[config.mk]
export PLATFORM = sky130hd
export DESIGN_NAME = piezo_tone_seq
export DESIGN_NICKNAME = d
export VERILOG_FILES = /design/src/rtl/piezo_tone_seq.sv
export SDC_FILE = /design/constraint.sdc
export NUM_CORES = 1
export LEC_CHECK = 0
export CORE_ASPECT_RATIO = 1.1
export CORE_MARGIN = 1
export CORE_UTILIZATION = 64
export DETAILED_ROUTE_END_ITERATION = 8
export DONT_BUFFER_PORTS = 1
export PLACE_DENSITY = 0.91
export SYNTH_ARGS = -nofsm -noshare
export SYNTH_HDL_FRONTEND = slang
export SYNTH_SLANG_ARGS = --single-unit
[constraint.sdc]
create_clock -name clk -period 7.4 [get_ports clk]
set_input_delay 1.48 -clock clk [delete_from_list [all_inputs] [get_ports clk]]
set_output_delay 1.48 -clock clk [all_outputs]
set_load 0.03 [all_outputs]
[src/rtl/piezo_tone_seq.sv]
// Piezo tone generator: one shared half-period divider sounds the lowest held key,
// plus a two-melody sequencer (win / fail) with start/stop handshake and busy flag.
module piezo_tone_seq #(
  parameter int unsigned NUM_KEYS = 10,
  parameter int unsigned CNT_W    = 16,
  parameter logic [NUM_KEYS*CNT_W-1:0] KEY_HP = {
    16'd1702, 16'd1911, 16'd2024, 16'd2272, 16'd2552,
    16'd2863, 16'd3033, 16'd3405, 16'd3822, 16'd1516},
  parameter int unsigned DUR_W    = 24,
  parameter int unsigned NOTE_DUR = 5000000,
  parameter int unsigned GAP_DUR  = 500000
) (
  input  logic                clk,
  input  logic                rst_n,
  input  logic [NUM_KEYS-1:0] key,
  input  logic                mel_start,
  input  logic                mel_sel,
  input  logic                mel_stop,
  output logic                piezo,
  output logic                busy,
  output logic [3:0]          note_idx,
  output logic                note_valid
);

  typedef enum logic [1:0] {StIdle, StKey, StMelNote, StMelGap} state_e;

  localparam logic [DUR_W-1:0] NoteLast = DUR_W'(NOTE_DUR - 1);
  localparam logic [DUR_W-1:0] GapLast  = DUR_W'(GAP_DUR - 1);
  localparam logic [3:0]       CodeEnd  = 4'hF;

  state_e            st_q, st_d;
  logic [1:0]        step_q, step_d;
  logic              sel_q, sel_d;
  logic [DUR_W-1:0]  dur_q, dur_d;
  logic [CNT_W-1:0]  hp_cnt_q, hp_cnt_d;
  logic              piezo_q, piezo_d;
  logic              busy_q, busy_d;
  logic [3:0]        note_idx_q, act_d;
  logic              note_valid_q, nv_d;
  logic              snd_q, snd_d;
  logic [3:0]        low_idx;
  logic [CNT_W-1:0]  hp;

  // Built-in melodies; 4'hF terminates a sequence early.
  function automatic logic [3:0] mel_code(input logic sel, input logic [1:0] step);
    logic [3:0] c;
    case ({sel, step})
      3'b000:  c = 4'd1;
      3'b001:  c = 4'd3;
      3'b010:  c = 4'd5;
      3'b011:  c = 4'd8;
      3'b100:  c = 4'd5;
      3'b101:  c = 4'd3;
      3'b110:  c = 4'd1;
      default: c = CodeEnd;
    endcase
    return c;
  endfunction

  always_comb begin
    low_idx = '0;
    for (int i = int'(NUM_KEYS) - 1; i >= 0; i--) begin
      if (key[i]) low_idx = 4'(i);
    end
  end

  always_comb begin
    st_d   = st_q;
    step_d = step_q;
    sel_d  = sel_q;
    dur_d  = dur_q;
    unique case (st_q)
      StIdle, StKey: begin
        if (mel_start) begin
          sel_d  = mel_sel;
          step_d = 2'd0;
          st_d   = (mel_code(mel_sel, 2'd0) == CodeEnd) ? StIdle : StMelNote;
        end else if (|key) begin
          st_d = StKey;
        end else begin
          st_d = StIdle;
        end
      end
      StMelNote: begin
        if (mel_stop) begin
          st_d = StIdle;
        end else if (dur_q == NoteLast) begin
          st_d = StMelGap;
        end else begin
          dur_d = dur_q + DUR_W'(1);
        end
      end
      StMelGap: begin
        if (mel_stop) begin
          st_d = StIdle;
        end else if (dur_q == GapLast) begin
          step_d = step_q + 2'd1;
          if (step_q == 2'd3 || mel_code(sel_q, step_q + 2'd1) == CodeEnd) st_d = StIdle;
          else st_d = StMelNote;
        end else begin
          dur_d = dur_q + DUR_W'(1);
        end
      end
    endcase
    if (st_d != st_q) dur_d = '0;

    busy_d = (st_d == StMelNote) || (st_d == StMelGap);
    nv_d   = 1'b0;
    act_d  = note_idx_q;
    unique case (st_d)
      StKey: begin
        nv_d  = 1'b1;
        act_d = low_idx;
      end
      StMelNote: begin
        nv_d  = 1'b1;
        act_d = mel_code(sel_d, step_d);
      end
      default: ;
    endcase

    // Out-of-range indices and zero table entries both map to silence.
    hp = '0;
    for (int i = 0; i < int'(NUM_KEYS); i++) begin
      if (act_d == 4'(i)) hp = KEY_HP[i*CNT_W +: CNT_W];
    end
    snd_d = nv_d && (hp != '0);

    // Any new tone (state entry, index change, resume from silence) starts from phase 0.
    if (!snd_d || !snd_q || (act_d != note_idx_q) || (st_d != st_q)) begin
      hp_cnt_d = '0;
      piezo_d  = 1'b0;
    end else if (hp_cnt_q == hp - CNT_W'(1)) begin
      hp_cnt_d = '0;
      piezo_d  = ~piezo_q;
    end else begin
      hp_cnt_d = hp_cnt_q + CNT_W'(1);
      piezo_d  = piezo_q;
    end
  end

  always_ff @(posedge clk or negedge rst_n) begin
    if (!rst_n) begin
      st_q         <= StIdle;
      step_q       <= 2'd0;
      sel_q        <= 1'b0;
      dur_q        <= '0;
      hp_cnt_q     <= '0;
      piezo_q      <= 1'b0;
      busy_q       <= 1'b0;
      note_idx_q   <= 4'd0;
      note_valid_q <= 1'b0;
      snd_q        <= 1'b0;
    end else begin
      st_q         <= st_d;
      step_q       <= step_d;
      sel_q        <= sel_d;
      dur_q        <= dur_d;
      hp_cnt_q     <= hp_cnt_d;
      piezo_q      <= piezo_d;
      busy_q       <= busy_d;
      note_idx_q   <= act_d;
      note_valid_q <= nv_d;
      snd_q        <= snd_d;
    end
  end

  assign piezo      = piezo_q;
  assign busy       = busy_q;
  assign note_idx   = note_idx_q;
  assign note_valid = note_valid_q;

endmodule

# Word level (Yosys, flattened, before mapping)
# Index checks and enable logic that the tools add are counted.
classes:
  reduce_logical: 25
  muxes: 55
  eq_ne: 39
  n_addsub: 4
  bitwise_logic: 2
ops:
  columns: ["operator", "n"]
  rows:
  - ["2-to-1 mux 16 bit", 11]
  - ["2-to-1 mux 24 bit", 5]
  - ["2-to-1 mux 4 bit", 15]
  - ["case mux 24 bit (2 select lines)", 1]
  - ["case mux 4 bit (4 select lines)", 2]
  - ["adder 24 x 1 -> 24 bit (second input constant)", 1]
  - ["== test 24 x 19 -> 1 bit (second input constant)", 1]
  - ["== test 24 x 23 -> 1 bit (second input constant)", 1]
  - ["2-to-1 mux 2 bit", 10]
  - ["== test 3 bit (second input constant)", 6]
  - ["adder 16 x 1 -> 16 bit (second input constant)", 1]
  - ["== test 16 bit", 1]
  - ["== test 4 x 3 -> 1 bit (second input constant)", 4]
  - ["== test 4 bit (second input constant)", 4]
  - ["case mux 4 bit (2 select lines)", 2]
  - ["nonzero test 16 bit", 1]
  - ["OR reduction 2 bit", 8]
  - ["subtractor 16 x 1 -> 16 bit (second input constant)", 1]
  - ["== test 3 x 2 -> 1 bit (second input constant)", 4]
  - ["!= test 3 bit (second input constant)", 4]
  - ["2-to-1 mux 11 bit", 1]
  - ["== test 2 bit (second input constant)", 5]
  - ["OR reduction 10 bit", 1]
  - ["== test 4 x 2 -> 1 bit (second input constant)", 2]
  - ["other kinds (19)", 33]
word_totals:
  regBits: 53
  inputBits: 15
  elab_cells: 135
  out_inout_bits: 7

# Logic depth before layout (Yosys ltp)
depth:
  word_depth: 33
  ltp_mapped: 30
  ltp_nobuf: 26

# Worst setup path before layout
# OpenSTA, ideal clock, no wires.
synth_timing:
  kind: "input-to-reg"
  start: "input key[4]"
  end: "register hp_cnt_q[10]"
  path_stages: 25
  t_arrival_ps: 6312
  required_time_ps: 7264
  setup_time_ps: 136
  path_slack_ps: 952
  path_buffers: 4
  cell_sequence: "or4_1 > nor2b_1 > a21oi_1 > a21o_1 > ha_1 > clkbuf_1 > a31oi_1 > a21oi_1 > a41o_1 > nor2_1 > clkbuf_1 > nor2_1 > nand2_1 > o21ai_0 > a21oi_1 > ha_1 > clkbuf_1 > xor2_1 > a21oi_1 > o21a_1 > or3_1 > or4_4 > nor3_4 > buf_2 > nor3_1"
synth_via:
  elab_chain_cells: 24
  word_cells_on_any_way: 46
  classes_between: "1 x add/sub; 14 x eq/ne; 22 x mux; 9 x reduce/logical"
synth_lines:
  columns: ["element", "line", "source"]
  rows:
  - ["start: declaration", "15", "input logic [NUM_KEYS-1:0] key,"]
  - ["OR reduction 10 bit *", "78", "end else if (|key) begin"]
  - ["2-to-1 mux 1 bit *", "78", null]
  - ["2-to-1 mux 2 bit *", "74", "if (mel_start) begin"]
  - ["case mux 2 bit (3 select lines) *", "72", "unique case (st_q)"]
  - ["via st_d[0]", "31", "state_e st_q, st_d;"]
  - ["parallel branches: the longest is 19 deep, another holds 2-to-1 mux 16 bit", null, null]
  - ["2-to-1 mux 16 bit *", "130", "if (!snd_d || !snd_q || (act_d != note_idx_q) || (st_d != st_q)) begin"]
  - ["via hp_cnt_d[10]", "35", "logic [CNT_W-1:0] hp_cnt_q, hp_cnt_d;"]
  - ["end signal: assignment", "159", "hp_cnt_q <= hp_cnt_d;"]
  - ["end: declaration", "35", null]
# Mark *: on every way through the listed nets, which the timed path passes.
# A chain may end at the register's enable or synchronous reset.

# Worst setup path in the final report
layout_timing:
  start: "register dur_q[10]"
  end: "register piezo_q (netlist: piezo)"
layout_via:
  word_cells_on_any_way: 58
  classes_between: "1 x add/sub; 22 x eq/ne; 22 x mux; 13 x reduce/logical"
layout_rtl:
  columns: ["element", "line", "source"]
  rows:
  - ["start: declaration", "34", "logic [DUR_W-1:0] dur_q, dur_d;"]
  - ["start signal: assignment", "158", "dur_q <= dur_d;"]
  - ["== test 24 x 19 -> 1 bit / == test 24 x 23 -> 1 bit (equally long branches)", "96, 87", null]
  - ["2-to-1 mux 2 bit, on equally long branches", "96, 87", null]
  - ["2-to-1 mux 2 bit, on equally long branches", "94, 85", null]
  - ["case mux 2 bit (3 select lines) *", "72", null]
  - ["via st_d[0]", "31", null]
  - ["== test 2 bit / == test 2 x 1 -> 1 bit (equally long branches)", "110", "unique case (st_d)"]
  - ["OR reduction 2 bit (no line) *", null, null]
  - ["2-to-1 mux 1 bit *", "110", null]
  - ["via nv_d", "39", "logic note_valid_q, nv_d;"]
  - ["logical AND 1 bit *", "127", "snd_d = nv_d && (hp != '0);"]
  - ["logical NOT 1 bit *", "130", null]
  - ["logical OR 1 bit * (3 in a row)", "130", null]
  - ["2-to-1 mux 1 bit / nonzero test 2 bit (equally long branches)", null, null]
  - ["end signal: assignment", "160", "piezo_q <= piezo_d;"]
  - ["end: declaration", "36", "logic piezo_q, piezo_d;"]
# The timed path passes the listed nets; every way through them passes the cells marked *.

==> reports/metrics.cfg <==
[drt]
dr_wl_met3_um=660
wirelength_um=8820
wl_met2_um=4370
routed_via_density=6.68
antenna_left=0
avgRoutedWirePerCell_um=17.5
drc=0
wl_met1_um=3430
top_layer_used=met4
drtIter0Drc=381
drt_pass1_iterations=5
vias=3368

[finish]
fin_cells=504
insertedDiodeCount=0
finalNetCount=454
drive_gt1_share_pct=5.59
area_delta_synth_final_pct=4.24

[die]
pin_count=22
rows=28
start_util_pct=67.5
die_x_um=74.4
die_h_um=81.6
coreArea_um2=5470
die_area_um2=6070

[timing]
finalCritPeriodShare_pct=95.2
worst_pin_slew_ns=0.936
slew_violations=0
period_needed_ns=7.04
fmax_mhz=142
rsz0062_at_grt=false
setup_viol=0
final.setup.tns_ns=0
clock_skew_ns=0.00727
relSlewSlack_pct=37.6
hold_viol=0

[yosys]
synth_most_common_cell=dfrtp_1
synth_edf_count=0
netlist.area_leader.share_pct=35.3
syn_avg_cell_area_um2=8.36
synth_cells=441
yosysSeqAreaShare_pct=35.3
synthTopCellsByArea=dfrtp_1, xor2_1, xnor2_1
ys.flop_type=dfrtp_1
yosys.cell_types.count=60
synthArstFlopShare_pct=100
synth.top_cells.by_count=dfrtp_1, nor2_1, nand2_1
yosys_warnings=0
ys_ff_latch=52
synth.cell_area_um2=3690
yosys.area.top_type=dfrtp_1
syn-num-nets=466

[clock_network]
h-tree-depth=2
clock-root-buffer=clkbuf_8
worstSkewPairLatency_ns=0.31
cts.sinks=52
post-cts-setup-buffer-count=0
postCtsResizedCells=0
cts_made_buffers=5
cts_hold_buf=0
clk_pin_slew_worst_paths_ns=0.10
cts_tree=built
cts.path.max_buffers=2

[setup_path]
crit_fanout=18
criticalPathCategory=reg -> reg
cp-end-kind=flop
cp.required_ns=7.61
cp_data_arrival_time_ns=7.26
start_kind=flop
r2r_cells=24

[flow_run]
drv_cap=0

[placed_design]
dpl.cell_count=497
io_buffers=0
gp_congestion=0.907
dp_hpwl_um=6250

[min_path]
worstHoldPathType=reg -> reg
min_path_cells=2

[global_route]
first_global_vias=3228
track_usage_pct=31.2
grt-ovfl-total=0
grt_max_degree=53
antenna_found_initial=0
grt_pass1_wl_um=14700

[pwr]
ir_worst_vdd_uv=232
power.density_nw_per_um2=255
leakage_uw=0.00150

[outcome]
status=complete, no violations

## stage by stage
step                      hold WS (ns)  util [%]  power (µW)  worst slack, ns  instance area (µm²)
after global routing             0.595      70.4        1030           0.0355                 3840
after CTS                        0.557      70.4         972            0.483                 3840
after global placement           0.528      68.0         743            0.523                 3720
final                            0.559      70.4         979            0.359                 3840
after floorplan                  0.498         -         666            0.952                 3690
after detailed placement         0.520      68.0         743            0.349                 3720
## placed cells by master, fill, tap and decap left out, types with 3 or more instances in the layout
cell type	n
and3_1	11
nor3b_1	3
or3_1	7
buf_4	4
o31ai_1	4
xor2_1	24
a31oi_1	4
o21ai_0	18
a211oi_1	6
xnor2_1	22
nand3b_1	3
o211ai_1	4
nor4b_1	3
inv_1	16
a21o_1	4
o21a_1	3
nor3_1	25
mux2i_1	4
o22ai_1	3
or2_2	4
or4_1	5
clkbuf_8	5
nand4_1	9
nor2_1	48
nand3_1	23
ha_1	10
nand2b_1	5
nor2b_1	5
nor4_1	5
a21oi_1	19
dfrtp_1	52
nand2_1	33
## path summary, 6_finish.rpt
path	from	to	slack (ns)
worst min-delay path	dur_q[23]$_DFFE_PN0P_	dur_q[23]$_DFFE_PN0P_	0.56
min in group asynchronous	rst_n	dur_q[21]$_DFFE_PN0P_	0.86
worst min register to register	dur_q[23]$_DFFE_PN0P_	dur_q[23]$_DFFE_PN0P_	0.56
worst max register to register	dur_q[10]$_DFFE_PN0P_	piezo$_DFFE_PN0P_	0.36
worst max-delay path	dur_q[10]$_DFFE_PN0P_	piezo$_DFFE_PN0P_	0.36
max in group asynchronous	rst_n	piezo$_DFFE_PN0P_	6.43
## critical path, cell delays in order (launching register included)
cell       delay (ns)
dfrtp_1          0.43
or4b_1           0.51
or4_1            0.61
nor4_1           0.64
a21o_1           0.17
a21o_1           0.17
ha_1             0.32
inv_1            0.14
o21ai_0          0.14
a2bb2oi_1        0.12
mux2i_2          0.27
nand2_1          0.30
inv_2            0.34
nor2_1           0.13
nand2_1          0.10
o21ai_0          0.08
a21oi_1          0.17
ha_1             0.38
xor2_1           0.26
a21oi_1          0.07
o21a_1           0.11
or3_1            0.37
or4_4            0.55
or4_1            0.41
a21oi_1          0.15
## where the power goes
part	switching (µW)	internal [µW]	total [µW]
clock	94.4	133	228
sequential	46.4	300	347
combinational	253	152	405
total	393	586	979
## layout make-up
cell class	count	area [µm²]
multi-input combinational	347	2210
fill	438	1620
sequential	52	1300
tap	75	93.8
inverter	19	76.3
clock buffer	5	68.8
clock inverter	2	60.1
timing repair buffer	4	30.0
## registers in the layout, summed over array words and instances (netlist names), 2 cells and up
signal,cells
step_q,2
hp_cnt_q,16
dur_q,24
note_idx,4
## cells by family (layout without fill, tap and decap cells)
family | count (synthesis) | after routing | share of synthesized area, %
simple gates | 200 | 200 | 28.3
compound gates | 85 | 85 | 15.6
flops | 52 | 52 | 35.3
xor+xnor | 46 | 46 | 10.9
buf+inv | 42 | 30 | 4.68
mux | 6 | 6 | 1.87
fa+ha+maj | 10 | 10 | 3.39
## layer usage
metal,global-route usage [%],vias to the layer above
met3,6.13,47
met2,54.3,182
met4,14.3,0
met1,36.8,1580
li1,-,1559
met5,0,-
No activity file was read; power rests on OpenSTA's default activity.
